**src/rtl/wfg_stim_patgen.sv**
```systemverilog
// Purpose: AXI-Stream pattern source that emits repeating frames of counter, walking-one, LFSR or constant words.
// Latency: first tvalid two cycles after enable is sampled; then one word per clock under continuous ready.
// Backpressure: while tvalid is high and tready is low, tdata and tlast hold and tvalid stays high.
module wfg_stim_patgen #(
    parameter int                         AXIS_DATA_WIDTH = 32,
    parameter logic [AXIS_DATA_WIDTH-1:0] LFSR_TAPS       = AXIS_DATA_WIDTH'(32'hB4BCD35C)
) (
    input  logic                       wb_clk_i,
    input  logic                       wb_rst_i,
    input  logic                       ctrl_en_q_i,
    input  logic [1:0]                 cfg_mode_q_i,
    input  logic [AXIS_DATA_WIDTH-1:0] cfg_start_q_i,
    input  logic [15:0]                cfg_inc_q_i,
    input  logic [15:0]                cfg_len_q_i,
    input  logic                       wfg_axis_tready_i,
    output logic                       wfg_axis_tvalid_o,
    output logic [AXIS_DATA_WIDTH-1:0] wfg_axis_tdata_o,
    output logic                       wfg_axis_tlast_o,
    output logic                       busy_o,
    output logic [15:0]                frame_cnt_o
);

    localparam int W = AXIS_DATA_WIDTH;

    // Pattern mode encodings as seen on cfg_mode_q_i.
    localparam logic [1:0] MODE_CNT   = 2'd0;
    localparam logic [1:0] MODE_WALK  = 2'd1;
    localparam logic [1:0] MODE_LFSR  = 2'd2;
    localparam logic [1:0] MODE_CONST = 2'd3;

    typedef enum logic [1:0] {
        ST_IDLE = 2'd0,
        ST_LOAD = 2'd1,
        ST_RUN  = 2'd2
    } state_t;

    state_t         state_q;

    // Shadow copy of the configuration, captured once per LOAD so that
    // register writes during a run cannot disturb the frame in flight.
    logic [1:0]     mode_q;
    logic [W-1:0]   start_q;
    logic [15:0]    inc_q;
    logic [15:0]    len_q;

    // Position of the currently presented word inside its frame.
    logic [15:0]    idx_q;

    // Registered stream outputs.
    logic           tvalid_q;
    logic [W-1:0]   tdata_q;
    logic           tlast_q;
    logic           busy_q;
    logic [15:0]    frame_cnt_q;

    // A beat leaves the block when both sides agree in the same cycle.
    logic           beat;
    logic           frame_end;

    assign beat      = tvalid_q & wfg_axis_tready_i;
    assign frame_end = (idx_q == len_q);

    // First word of a frame: the walking-one always starts at bit 0 and an
    // all-zero LFSR seed is forced to 1, since zero is a lock-up state.
    function automatic logic [W-1:0] init_word(input logic [1:0]   mode,
                                               input logic [W-1:0] start);
        logic [W-1:0] w;
        w = start;
        case (mode)
            MODE_WALK: w = W'(1);
            MODE_LFSR: w = (start == '0) ? W'(1) : start;
            default:   w = start;
        endcase
        return w;
    endfunction

    // Successor of the current word; all arithmetic wraps at 2^W.
    function automatic logic [W-1:0] next_word(input logic [1:0]   mode,
                                               input logic [W-1:0] d,
                                               input logic [15:0]  inc);
        logic [W-1:0] w;
        w = d;
        case (mode)
            MODE_CNT:   w = d + W'(inc);
            MODE_WALK:  w = {d[W-2:0], d[W-1]};
            MODE_LFSR:  w = (d >> 1) ^ (d[0] ? LFSR_TAPS : '0);
            MODE_CONST: w = d;
            default:    w = d;
        endcase
        return w;
    endfunction

    // Control FSM with every output registered: IDLE waits for enable, LOAD
    // snapshots the config and prepares word 0, RUN streams until disabled.
    always_ff @(posedge wb_clk_i or posedge wb_rst_i) begin
        if (wb_rst_i) begin
            state_q     <= ST_IDLE;
            mode_q      <= MODE_CNT;
            start_q     <= '0;
            inc_q       <= '0;
            len_q       <= '0;
            idx_q       <= '0;
            tvalid_q    <= 1'b0;
            tdata_q     <= '0;
            tlast_q     <= 1'b0;
            busy_q      <= 1'b0;
            frame_cnt_q <= '0;
        end else begin
            case (state_q)
                ST_IDLE: begin
                    tvalid_q <= 1'b0;
                    tlast_q  <= 1'b0;
                    if (ctrl_en_q_i) begin
                        state_q <= ST_LOAD;
                        busy_q  <= 1'b1;
                    end
                end

                ST_LOAD: begin
                    // Always a single cycle; tvalid rises on the first RUN cycle.
                    mode_q  <= cfg_mode_q_i;
                    start_q <= cfg_start_q_i;
                    inc_q   <= cfg_inc_q_i;
                    len_q   <= cfg_len_q_i;
                    idx_q   <= '0;
                    tdata_q <= init_word(cfg_mode_q_i, cfg_start_q_i);
                    tlast_q <= (cfg_len_q_i == 16'd0);
                    busy_q  <= 1'b1;
                    state_q <= ST_RUN;
                end

                ST_RUN: begin
                    if (beat) begin
                        // The final beat of a frame counts even when it is
                        // also the beat that closes out a disable.
                        if (frame_end) begin
                            frame_cnt_q <= frame_cnt_q + 16'd1;
                        end
                        if (ctrl_en_q_i) begin
                            if (frame_end) begin
                                idx_q   <= '0;
                                tdata_q <= init_word(mode_q, start_q);
                                tlast_q <= (len_q == 16'd0);
                            end else begin
                                idx_q   <= idx_q + 16'd1;
                                tdata_q <= next_word(mode_q, tdata_q, inc_q);
                                tlast_q <= ((idx_q + 16'd1) == len_q);
                            end
                        end else begin
                            // Disable honoured on a beat boundary; tdata keeps
                            // the last transferred word.
                            state_q  <= ST_IDLE;
                            tvalid_q <= 1'b0;
                            tlast_q  <= 1'b0;
                            busy_q   <= 1'b0;
                        end
                    end else if (!tvalid_q) begin
                        // Entry cycle of RUN: nothing offered yet, so a
                        // disable here needs no handshake.
                        if (ctrl_en_q_i) begin
                            tvalid_q <= 1'b1;
                        end else begin
                            state_q <= ST_IDLE;
                            tlast_q <= 1'b0;
                            busy_q  <= 1'b0;
                        end
                    end
                    // Otherwise a stalled beat: everything holds.
                end

                default: begin
                    state_q  <= ST_IDLE;
                    tvalid_q <= 1'b0;
                    tlast_q  <= 1'b0;
                    busy_q   <= 1'b0;
                end
            endcase
        end
    end

    assign wfg_axis_tvalid_o = tvalid_q;
    assign wfg_axis_tdata_o  = tdata_q;
    assign wfg_axis_tlast_o  = tlast_q;
    assign busy_o            = busy_q;
    assign frame_cnt_o       = frame_cnt_q;

endmodule
```
**config.mk**
```make
export PLATFORM = sky130hd
export DESIGN_NAME = wfg_stim_patgen
export DESIGN_NICKNAME = d
export VERILOG_FILES = /design/src/rtl/wfg_stim_patgen.sv
export SDC_FILE = /design/constraint.sdc
export NUM_CORES = 1
export LEC_CHECK = 0
export CAP_MARGIN = 25
export CORE_ASPECT_RATIO = 1.2
export CORE_MARGIN = 8
export CORE_UTILIZATION = 50
export DETAILED_ROUTE_END_ITERATION = 10
export PLACE_DENSITY = 0.74
export RECOVER_POWER = 100
export REMOVE_ABC_BUFFERS = 1
export SYNTH_ARGS = -nofsm -noshare
export SYNTH_HDL_FRONTEND = slang
export SYNTH_SLANG_ARGS = --single-unit
export TNS_END_PERCENT = 1
```
**constraint.sdc**
```tcl
create_clock -name wb_clk_i -period 5 [get_ports wb_clk_i]
set_input_delay 1 -clock wb_clk_i [delete_from_list [all_inputs] [get_ports wb_clk_i]]
set_output_delay 1 -clock wb_clk_i [all_outputs]
set_load 0.01 [all_outputs]
```
==> flow_summary.toml <==
[status]
outcome = "complete, but fails checks"
violations = "max-capacitance violations, max-slew violations"

[global_routing]
grt_first_pass_wirelength_mm = 44.8
antenna_found_initial = 0
grt_use_total_pct = 25.5
grt_start_max_net_pins = 93
met2_usage_pct = 39.8
top_usage_layer = "met2"
grtUsageMet1_pct = 33.9
grt_overflow = 0
grt_use_met3_pct = 4.82
grt_pass1_vias = 8265

[clock_tree]
cts.path.max_buffers = 2
cts_resized = 0
cts_sinks = 135
cts_buffers = 17
h-tree-depth = 4
clkTransAtPathRegs_ns = 0.06
insertion_delay_ns = 0.43
cts_tree = "done"
cts_setup_buffers = 0
cts_hold_buffers = 0
cts_root_buffer = "clkbuf_16"

[placement]
dp_hpwl_mm = 19.1
pre_cts_slack_ns = 1.51
io_buffers = 120
routabilityCongestion = 0.908
dp.cells = 1231

[synthesis]
ys_seq_area_share_pct = 38.6
synth_area_per_cell_um2 = 9.39
syn_inst = 933
synth-edff-count = 0
synth_flop_cell = "dfrtp_1"
synth_seq_cells = 135
yosysWarnings = 0
async_flop_share_pct = 100
ys_types = 77
netlist_area_um2 = 8760

[sta]
worst_slew_margin_rel_pct = -35.5
hold_violations = 0
setup_viol = 0
skew_ns = 0.00798
maxSlewViolCount = 115
holdWs_ns = 0.475
worst_pin_slew_ns = 2.03
finalWorstSetupSlack_ns = 0.869
rsz0062_at_grt = "false"
min_period_over_period_pct = 82.6
setup_tns_ns = 0
fin_crit_ns = 4.13
fmax_mhz = 242

[critical_path]
critPathLaunchType = "register"
setup.worst_path.end_class = "register"
critical_path_required_ns = 5.31
crit_fanout = 22
critPathArrivalTime_ns = 4.45
path_class = "reg -> reg"

[floorplan]
fp.coreArea_um2 = 17400
ios = 121
die_y_um = 161
start_util_pct = 50.4
fp.dieArea_um2 = 22000
row_count = 53
die_w_um = 137

[finish]
seq_area_um2 = 3380
final_layout_size_suffix_gt1_share_pct = 11.2
nNetsFinal = 1132
layout_common_cells = "135 x dfrtp_1, 68 x clkdlybuf4s50_1, 66 x nand2_1, 64 x mux2_2, 64 x o21ai_0"
fillers = 1491
antennaDiodeCount = 0
layout_commonest_cell = "dfrtp_1"
multi_input_area_um2 = 5000
syn_to_final_growth_pct = 22.2
fin_cells = 1265

[routing]
drt_pass1_iterations = 6
drc = 0
ant_nets = 0
vias = 8374
post_drt_wl_per_cell_um = 22.0
wl_mm = 27.8
drtIter0Drc = 1175
viasPerCell = 6.62

[pwr]
power_w = 0.00760
pwr_density_cell_nw_per_um2 = 710
peakVddDrop_uv = 394
power.leakage_nw = 4.35

[flow_run]
drv_cap = 2

[hold_path]
min_path_type = "reg -> reg"
==> worst max-delay path: stages, from the launching register on <==
cell and delay (ns):
dfrtp_1 0.41, xnor2_1 0.36, nand4_1 0.14, or4_1 0.62, or2_4 0.46, a31oi_1 1.01, clkbuf_1 0.63, o21ai_0 0.20
o22a_1 0.20
==> flip-flops by register name, indices dropped and copies added (netlist names), 2 cells and up <==
signal and count:
start_q 32, wfg_axis_tdata_o 32, frame_cnt_o 16, idx_q 16, inc_q 16, len_q 16, mode_q 2, state_q 2
==> routing by layer <==
layer	vias to the layer above	routed length [um]	share of wire, %
li1	3725	-	-
met1	4075	11400	41
met2	488	13200	47
met3	86	2440	8.7
met4	0	833	3.0
met5	-	0	0
==> report_power, final <==
part	switching [W]	total, W	internal (W)
Clock	0.000498	0.00132	0.000821
Combinational	0.00239	0.00421	0.00182
Sequential	0.000545	0.00207	0.00153
==> synthesized netlist by cell type, types with 13 or more instances <==
cell,count,area share (%)
a221oi_1,17,1.7
a221o_1,14,1.6
a211oi_1,13,1.1
a21oi_1,53,3.0
nor2_1,59,2.5
nand3_1,20,1.1
nand4_1,21,1.5
mux2_2,65,8.4
dfrtp_1,135,39
nor4_1,29,2.1
a22oi_1,17,1.5
o31ai_1,14,1.2
inv_1,24,1.0
ha_1,27,3.9
xor2_1,31,3.1
nand2_1,66,2.8
o21ai_0,65,3.7
o211ai_1,13,1.1
xnor2_1,38,3.8
clkbuf_1,45,1.9
==> cell type report <==
type / instances / area share, %
Multi-Input combinational cell: 714 / 46.7
Sequential cell: 135 / 31.6
Timing Repair Buffer: 141 / 12.5
Clock buffer: 20 / 4.36
Tap cell: 220 / 2.57
Clock inverter: 10 / 1.36
Inverter: 25 / 0.912
==> worst paths after layout <==
check	from	end	slack (ns)	cells past startpoint
worst max-delay path	len_q[13]	wfg_axis_tdata_o[4]	0.87	8
worst min-delay path	frame_cnt_o[15]	frame_cnt_o[15]	0.47	1
worst max register to register	len_q[13]	wfg_axis_tdata_o[4]	0.87	8
worst min register to register	frame_cnt_o[15]	frame_cnt_o[15]	0.47	1
max in group asynchronous	wb_rst_i	len_q[12]	1.38	3
min in group asynchronous	wb_rst_i	wfg_axis_tdata_o[29]	1.64	2
==> stage by stage <==
stage | instance area [um^2] | util (%)
2_1_floorplan | 8520 | -
3_3_place_gp | 10100 | 58.4
3_5_place_dp | 10100 | 58.4
4_1_cts | 10800 | 61.9
5_1_grt | 10700 | 61.6
6_report | 10700 | 61.6
==> cells by family (layout without fill, tap and decap cells) <==
group,after synthesis,count (layout),synth area share (%)
xor gates and xnor gates,69,69,6.90
muxes,67,67,8.58
and+or+nand+nor,263,263,15.3
AOI/OAI and AO/OA,287,287,22.8
DFF,135,135,38.6
adders and majority gates,28,28,4.08
buffers and inverters,84,196,3.83
Note: power is estimated with default switching activity, not from simulation.
